`src/rtl/generic_fifo_occ.sv`:
```
// Valid/grant FIFO with any depth, occupancy count, almost-full/empty flags and flush.
// Define GENERIC_FIFO_BYPASS_EN for fall-through (zero first-word latency) when empty.
module generic_fifo_occ #(
  parameter int DATA_WIDTH = 32,
  parameter int DATA_DEPTH = 8,
  parameter int AF_THRESH  = DATA_DEPTH - 1,
  parameter int AE_THRESH  = 1
) (
  input  logic                            clk,
  input  logic                            rst,
  input  logic                            FLUSH_IN,
  input  logic [DATA_WIDTH-1:0]           DATA_IN,
  input  logic                            VALID_IN,
  output logic                            GRANT_OUT,
  output logic [DATA_WIDTH-1:0]           DATA_OUT,
  output logic                            VALID_OUT,
  input  logic                            GRANT_IN,
  output logic [$clog2(DATA_DEPTH+1)-1:0] USAGE_OUT,
  output logic                            ALMOST_FULL_OUT,
  output logic                            ALMOST_EMPTY_OUT
);

  localparam int PTR_W = (DATA_DEPTH > 1) ? $clog2(DATA_DEPTH) : 1;
  localparam int CNT_W = $clog2(DATA_DEPTH + 1);
  localparam logic [PTR_W-1:0] LAST_PTR = PTR_W'(DATA_DEPTH - 1);
  localparam logic [CNT_W-1:0] FULL_CNT = CNT_W'(DATA_DEPTH);
  localparam logic [CNT_W-1:0] AF_CNT   = CNT_W'(AF_THRESH);
  localparam logic [CNT_W-1:0] AE_CNT   = CNT_W'(AE_THRESH);

  logic [DATA_WIDTH-1:0] mem [DATA_DEPTH];
  logic [PTR_W-1:0]      push_ptr;
  logic [PTR_W-1:0]      pop_ptr;
  logic [CNT_W-1:0]      count;
  logic                  empty;
  logic                  full;
  logic                  push;
  logic                  pop;
  logic                  pass;

  function automatic logic [PTR_W-1:0] next_ptr(input logic [PTR_W-1:0] ptr);
    return (ptr == LAST_PTR) ? '0 : ptr + PTR_W'(1);
  endfunction

  assign empty = (count == '0);
  assign full  = (count == FULL_CNT);

  always_comb begin
    GRANT_OUT = ~full;
`ifdef GENERIC_FIFO_BYPASS_EN
    // Empty and not flushing: the input word is presented directly at the head.
    if (empty && !FLUSH_IN) begin
      VALID_OUT = VALID_IN;
      DATA_OUT  = DATA_IN;
    end else begin
      VALID_OUT = ~empty;
      DATA_OUT  = mem[pop_ptr];
    end
    pass = empty & ~FLUSH_IN & VALID_IN & GRANT_IN;
`else
    VALID_OUT = ~empty;
    DATA_OUT  = mem[pop_ptr];
    pass      = 1'b0;
`endif
    push = VALID_IN & ~full & ~pass;
    pop  = ~empty & GRANT_IN;
  end

  assign USAGE_OUT        = count;
  assign ALMOST_FULL_OUT  = (count >= AF_CNT);
  assign ALMOST_EMPTY_OUT = (count <= AE_CNT);

  always_ff @(posedge clk) begin
    if (rst) begin
      push_ptr <= '0;
      pop_ptr  <= '0;
      count    <= '0;
      for (int i = 0; i < DATA_DEPTH; i++) mem[i] <= '0;
    end else if (FLUSH_IN) begin
      // Storage keeps stale words; only the bookkeeping is cleared.
      push_ptr <= '0;
      pop_ptr  <= '0;
      count    <= '0;
    end else begin
      if (push) begin
        mem[push_ptr] <= DATA_IN;
        push_ptr      <= next_ptr(push_ptr);
      end
      if (pop) pop_ptr <= next_ptr(pop_ptr);
      case ({push, pop})
        2'b10:   count <= count + CNT_W'(1);
        2'b01:   count <= count - CNT_W'(1);
        default: count <= count;
      endcase
    end
  end

endmodule
```
`config.mk`:
```
export PLATFORM = sky130hd
export DESIGN_NAME = generic_fifo_occ
export DESIGN_NICKNAME = d
export VERILOG_FILES = /design/src/rtl/generic_fifo_occ.sv
export SDC_FILE = /design/constraint.sdc
export NUM_CORES = 1
export LEC_CHECK = 0
export ABC_AREA = 1
export CORE_UTILIZATION = 57
export DETAILED_ROUTE_END_ITERATION = 7
export GPL_TIMING_DRIVEN = 0
export HOLD_SLACK_MARGIN = 0.08
export MAX_ROUTING_LAYER = met4
export PLACE_DENSITY = 0.88
export SYNTH_ARGS = -nofsm -noshare
export SYNTH_HDL_FRONTEND = slang
export SYNTH_SLANG_ARGS = --single-unit
export TNS_END_PERCENT = 5
```
`constraint.sdc`:
```
create_clock -name clk -period 3 [get_ports clk]
set_clock_uncertainty 0.2 [all_clocks]
set_input_delay 0.75 -clock clk [delete_from_list [all_inputs] [get_ports clk]]
set_output_delay 0.75 -clock clk [all_outputs]
set_load 0.02 [all_outputs]
```
==> results of run 1 <==
## cells by family after synthesis
kind of cell             Yosys count  synth area share [%]
AO/OA/AOI/OAI                    139                  5.65
XOR/XNOR                           1                0.0711
adder cells (fa/ha/maj)            8                 0.813
buffers and inverters            124                  5.42
flip-flops                       269                  64.5
AND/OR/NAND/NOR                  738                  23.5
## final cells by class
class	count	share of cell area, %
flip-flops and latches	269	54.9
multi-input cells	886	25.8
plain buffers	72	4.65
clock buffers	33	4.96
well taps	275	2.38
clock inverters	15	1.18
inverters	51	1.32
repair buffers	77	4.75
## timing repair
| item | CTS | global route |
|---|---|---|
| gates resized for setup | 173 | 72 |
| pin swaps | 1 | 0 |
| setup endpoints to repair | 48 | 65 |
| buffers inserted | 0 | 0 |
| hold endpoints to repair | 0 | 0 |
## flip-flops by register name, summed over array words and instances, names as in the netlist, named ones only
| signal | flops |
|---|---|
| push_ptr | 3 |
| USAGE_OUT | 4 |
| pop_ptr | 3 |
| mem | 256 |
## per-stage QoR
step / area [um^2] / hold slack (ps) / setup WS [ps]
floorplan: 12300 / 282 / 141
global placement: 13400 / 295 / -889
detailed placement: 13500 / 311 / -609
CTS: 14500 / 319 / -28.9
global route: 14500 / 373 / -123
finish: 14500 / 325 / -35.9
## power by group through the flow
stage               logic (mW)  registers (mW)  clock network, mW
floorplan                0.463            4.36                  0
global placement         0.770            4.37                  0
detailed placement       0.802            4.37                  0
CTS                      0.804            4.30               3.41
global route             0.878            4.31               3.57
finish                   0.809            4.30               3.44
## worst paths after layout
path	to	slack [ps]	depth (start not counted)	startpoint
min reg2reg	flip-flop	320	2	pop_ptr[2]$_SDFFE_PP0N_
max	DATA_OUT[27]	-40	9	flip-flop
max reg2reg	mem[1][11]$_SDFFCE_PN0P_	160	8	USAGE_OUT[0]$_SDFFE_PP0P_
min	flip-flop	320	2	pop_ptr[2]$_SDFFE_PP0N_
## cell usage in the layout (no fill, tap or decap), types with 11 or more instances in the layout
master             n
nor2_1           539
edfxtp_1         256
nand2_1          174
o21ai_0           84
o21ai_1           50
inv_1             48
clkdlybuf4s50_1   41
buf_6             33
clkbuf_16         27
clkbuf_2          19
buf_4             18
dfxtp_1           12
clkdlybuf4s15_2   11
## worst reg2reg max path, delay by kind of cell, from the launching register on
family        cells  cell delay [ps]
fa+ha+maj         1              270
buf+inv           2              300
flops             1              400
simple gates      5             1300
## routing by layer
| metal | up-vias | share of wire, % | GRT usage (%) |
|---|---|---|---|
| met3 | 125 | 10 | 4.62 |
| met4 | 0 | 3.8 | 15.7 |
| li1 | 4372 | - | - |
| met1 | 4542 | 36 | 38.3 |
| met5 | - | 0 | - |
| met2 | 674 | 50 | 50.7 |
==> metrics, run 1 <==
Internal=6.53 mW; Placed Cells incl. Taps=1631; Yosys top cell by area=edfxtp_1; CP Cell Sequence=buf_12 -> buf_6 -> nor2_1 -> nor2_1 -> o21ai_0 -> nand2_1 -> nand2_1 -> nand2_1 -> clkdlybuf4s15_2; hold buffers post-CTS=0; Die Height=149 um; CTS tree=yes; nets@finish=1428; syn avg cell area=9.63 um^2; worst path arrival time=2090 ps; HP Class=reg -> reg; RSZ-0062 raised after global routing=true; final hold vios=0; count of final setup violators=1; via-per-instance ratio=5.79; most frequent cell after synthesis=nor2_1; initial antenna violation count=0; layout cells sized above 1=12.2%; Design Power=8.55 mW; Slew Viols, Final=0; post-route insts no fill=1678; multi-input logic area=0.00374 mm^2; crit share post-route=101%; Site Rows=53; diode count=0; final core area utilization=68.6%; WS Path Type=reg -> out; status=finished, violations left; LEAKAGE=6.24 nW; CP required=2050 ps; vias in the first global route=9568; core area=0.0211 mm^2; Mapped Cells=1279; IO Pins=77; CP top delay family=buffers and inverters; Final ANT Viol Nets=0; CTS H-tree lvls=1; switching power total=2.01 mW; Num Clock Sinks=269; worst skew pair latency=540 ps; Gate power share=9.5%; Fmax=329 MHz; violated checks=setup timing; FFs w/ async S/R, synth=0%; Sum Neg Setup Slack=-35.9 ps; Main synth FF type=edfxtp_1; Placer Congestion=0.879; IO buf count=76; library cells used by synthesis=20; clock period minus worst slack=3040 ps; slowest cell on the critical path=dfxtp_4; Rel. slew slack=35.2%; Initial Util=58.4%; PnR worst setup slack=-35.9 ps; residual DRC count=0; final wirelength=32700 um; Pwr Density=590 mW/mm^2; first drt pass iteration count=6; initial DRC count=1440; Crit. End Element=primary output; worst slew pin tran=968 ps; largest net degree at the start of global routing=33; worst path bufs/invs=3; DR vias=9713; crit-path max cell delay=390 ps; CP Max Fanout=10; Num CTS Buffers=26; Max Cap Viol=0; clock network power share=40.2%; ranking of synthesized cells by instance count=nor2_1, edfxtp_1, nand2_1, o21ai_0, inv_1; WL per Instance=19.5 um; Global Route Usage Sum=31.2%; Register Area=0.00795 mm^2; switching portion of total power=23.5%; clock buffer depth=3; Reg power frac=50.3%; die outline width=149 um; post-synthesis to final-layout area growth=17.5%; DP HPWL=20000 um; Seq cells post-synth=269; top cell type's share of synthesized area=62.4%; # fillers=1452; EDFF count, synth=256; CTS clk-pin slew, worst paths=60 ps; Die ar.=0.0222 mm^2; Syn Nets=1324; first-pass GRT wire length=50800 um; YS warnings=0; root buffer selected by CTS=clkbuf_16; sequential-to-total area share from yosys stat=64.5%; Worst Setup Start Kind=flip-flop; top post-synthesis cells by area=edfxtp_1, nor2_1, nand2_1; most used cell, CP=nand2_1; Congestion Overflow GR=0; VDD IR-drop max=0.388 mV; Mapped Area=0.0123 mm^2
Note: power is estimated with default switching activity, not from simulation.
==> inputs of run 2 (changes only) <==
--- a/config.mk
+++ b/config.mk
@@ -6,12 +6,12 @@
 export NUM_CORES = 1
 export LEC_CHECK = 0
 export ABC_AREA = 1
+export CORE_MARGIN = 2
 export CORE_UTILIZATION = 57
 export DETAILED_ROUTE_END_ITERATION = 7
-export GPL_TIMING_DRIVEN = 0
 export HOLD_SLACK_MARGIN = 0.08
 export MAX_ROUTING_LAYER = met4
-export PLACE_DENSITY = 0.88
+export PLACE_DENSITY_LB_ADDON = 0.1
 export SYNTH_ARGS = -nofsm -noshare
 export SYNTH_HDL_FRONTEND = slang
 export SYNTH_SLANG_ARGS = --single-unit
==> metrics, run 2 (synthesis gave the netlist of run 1 again) <==
vias in the first global route=9061 (-5.3%); status=completed; Final ANT Viol Nets=0 (unchanged); DP HPWL=16300 um (-19%); root buffer selected by CTS=clkbuf_16; CTS H-tree lvls=1 (unchanged); Global Route Usage Sum=28.9% (-2.4 points); Die ar.=0.0228 mm^2 (+2.7%); via-per-instance ratio=5.48 (-5.3%); die outline width=151 um (+1.3%); DP Worst Slack=204 ps (+813 ps); CTS tree=yes; Top reg by flops=mem; Max Cap Viol=0 (unchanged); initial DRC count=724 (-50%); most frequent cells in the layout=nor2_1, edfxtp_1, nand2_1; Placer Congestion=0.767 (-13%); Crit. End Element=primary output; diode count=0 (unchanged); HP Class=reg -> reg; count of final setup violators=0 (-1); IO Pins=77 (unchanged); final wirelength=30700 um (-6.2%); worst slew pin tran=518 ps (-450 ps); LEAKAGE=6.17 nW (-1.2%); post-synthesis to final-layout area growth=16.4%; Pwr Density=598 mW/mm^2 (+1.2%); Largest register FFs=256 (unchanged); Num Clock Sinks=269 (unchanged); first-pass GRT wire length=48400 um (-4.8%); Slew Viols, Final=0 (unchanged); first drt pass iteration count=5 (-1); Fmax=344 MHz (+4.4%); layout cells sized above 1=10.3% (-1.9 points); DR vias=9038 (-6.9%); CTS clk-pin slew, worst paths=60 ps (about the same); clock buffer depth=3 (unchanged); clock period minus worst slack=2910 ps (-129 ps); initial antenna violation count=0 (unchanged); Site Rows=53 (unchanged); CP Max Fanout=29 (+19); Post-DP Area=0.0134 mm^2 (-0.10%); Worst Setup Start Kind=flip-flop; PnR worst setup slack=93.2 ps (+129 ps); VDD IR-drop max=0.529 mV (+37%); core area=0.0211 mm^2 (unchanged); worst skew pair latency=530 ps (about the same); worst path arrival time=1960 ps (-130 ps); residual DRC count=0 (unchanged); Design Power=8.57 mW (+0.34%); Rel. slew slack=65.4% (+30 points); Congestion Overflow GR=0 (unchanged); IO buf count=76 (unchanged); WL per Instance=18.6 um (-4.5%); largest net degree at the start of global routing=65 (+97%); final hold vios=0 (unchanged); Die Height=151 um (+1.3%); crit share post-route=96.9% (-4.3 points); Initial Util=58.4% (unchanged); CP required=2050 ps (about the same); most common cell after layout, fill and taps aside=nor2_1; nets@finish=1397 (-2.2%); WS Path Type=reg -> out; RSZ-0062 raised after global routing=false; Num CTS Buffers=28 (+7.7%); post-route cell area=0.0143 mm^2 (-0.89%)
## run 2: final timing paths
kind                                  start                        to  slack [ps]  depth (start not counted)
setup / recovery                  flip-flop               DATA_OUT[0]          90                          9
hold / removal      pop_ptr[2]$_SDFFE_PP0N_   pop_ptr[2]$_SDFFE_PP0N_         320                          2
setup reg to reg  USAGE_OUT[0]$_SDFFE_PP0P_  mem[1][25]$_SDFFCE_PN0P_         770                          8
hold reg to reg     pop_ptr[2]$_SDFFE_PP0N_   pop_ptr[2]$_SDFFE_PP0N_         320                          2
## run 2: layer usage
metal	GRT usage [%]	up-vias	share of wire, %
li1	-	4310	-
met1	37.0	4347	41
met5	-	-	0
met3	3.58	52	7.0
met2	49.0	329	50
met4	8.22	0	2.0
## run 2: final cells by class
type / count / area [um^2]
Timing Repair Buffer: 116 / 1190
Tap cell: 275 / 344
Clock buffer: 36 / 782
Multi-Input combinational cell: 886 / 3720
Fill cell: 1652 / 6740
Inverter: 51 / 196
Clock inverter: 16 / 151
Sequential cell: 269 / 7950
## run 2: what timing repair did
item                                    CTS  global route
gates resized for setup                  87            42
hold buffers                              0             0
endpoints found under the setup margin   35            32
gates cloned                              3             0
buffers inserted                          2             0
## run 2: power by group
group	switching [mW]	total (mW)	internal [mW]
sequential	0.0439	4.29	4.24
combinational	0.533	0.795	0.262
clock	1.40	3.49	2.09
total	1.98	8.57	6.59
## run 2: through the flow
| stage | setup TNS, ps | hold WS [ps] | instances | util, % |
|---|---|---|---|---|
| 5_1_grt | 0 | 378 | 1649 | 68.0 |
| 6_report | 0 | 318 | 1649 | 68.0 |
| 4_1_cts | -1.68 | 318 | 1650 | 68.9 |
| 3_5_place_dp | 0 | 307 | 1593 | 63.7 |
| 3_3_place_gp | 0 | 298 | 1593 | 63.7 |
| 2_1_floorplan | 0 | 282 | 1279 | - |
## run 2: worst max-delay path, stage by stage, from the launching register on
cell and delay [ps]:
dfxtp_4 450, buf_12 140, buf_16 180, nor2_1 60
nor2_1 130, o21ai_0 100, nand2_1 80, nand2_1 50
nand2_1 80, buf_4 140
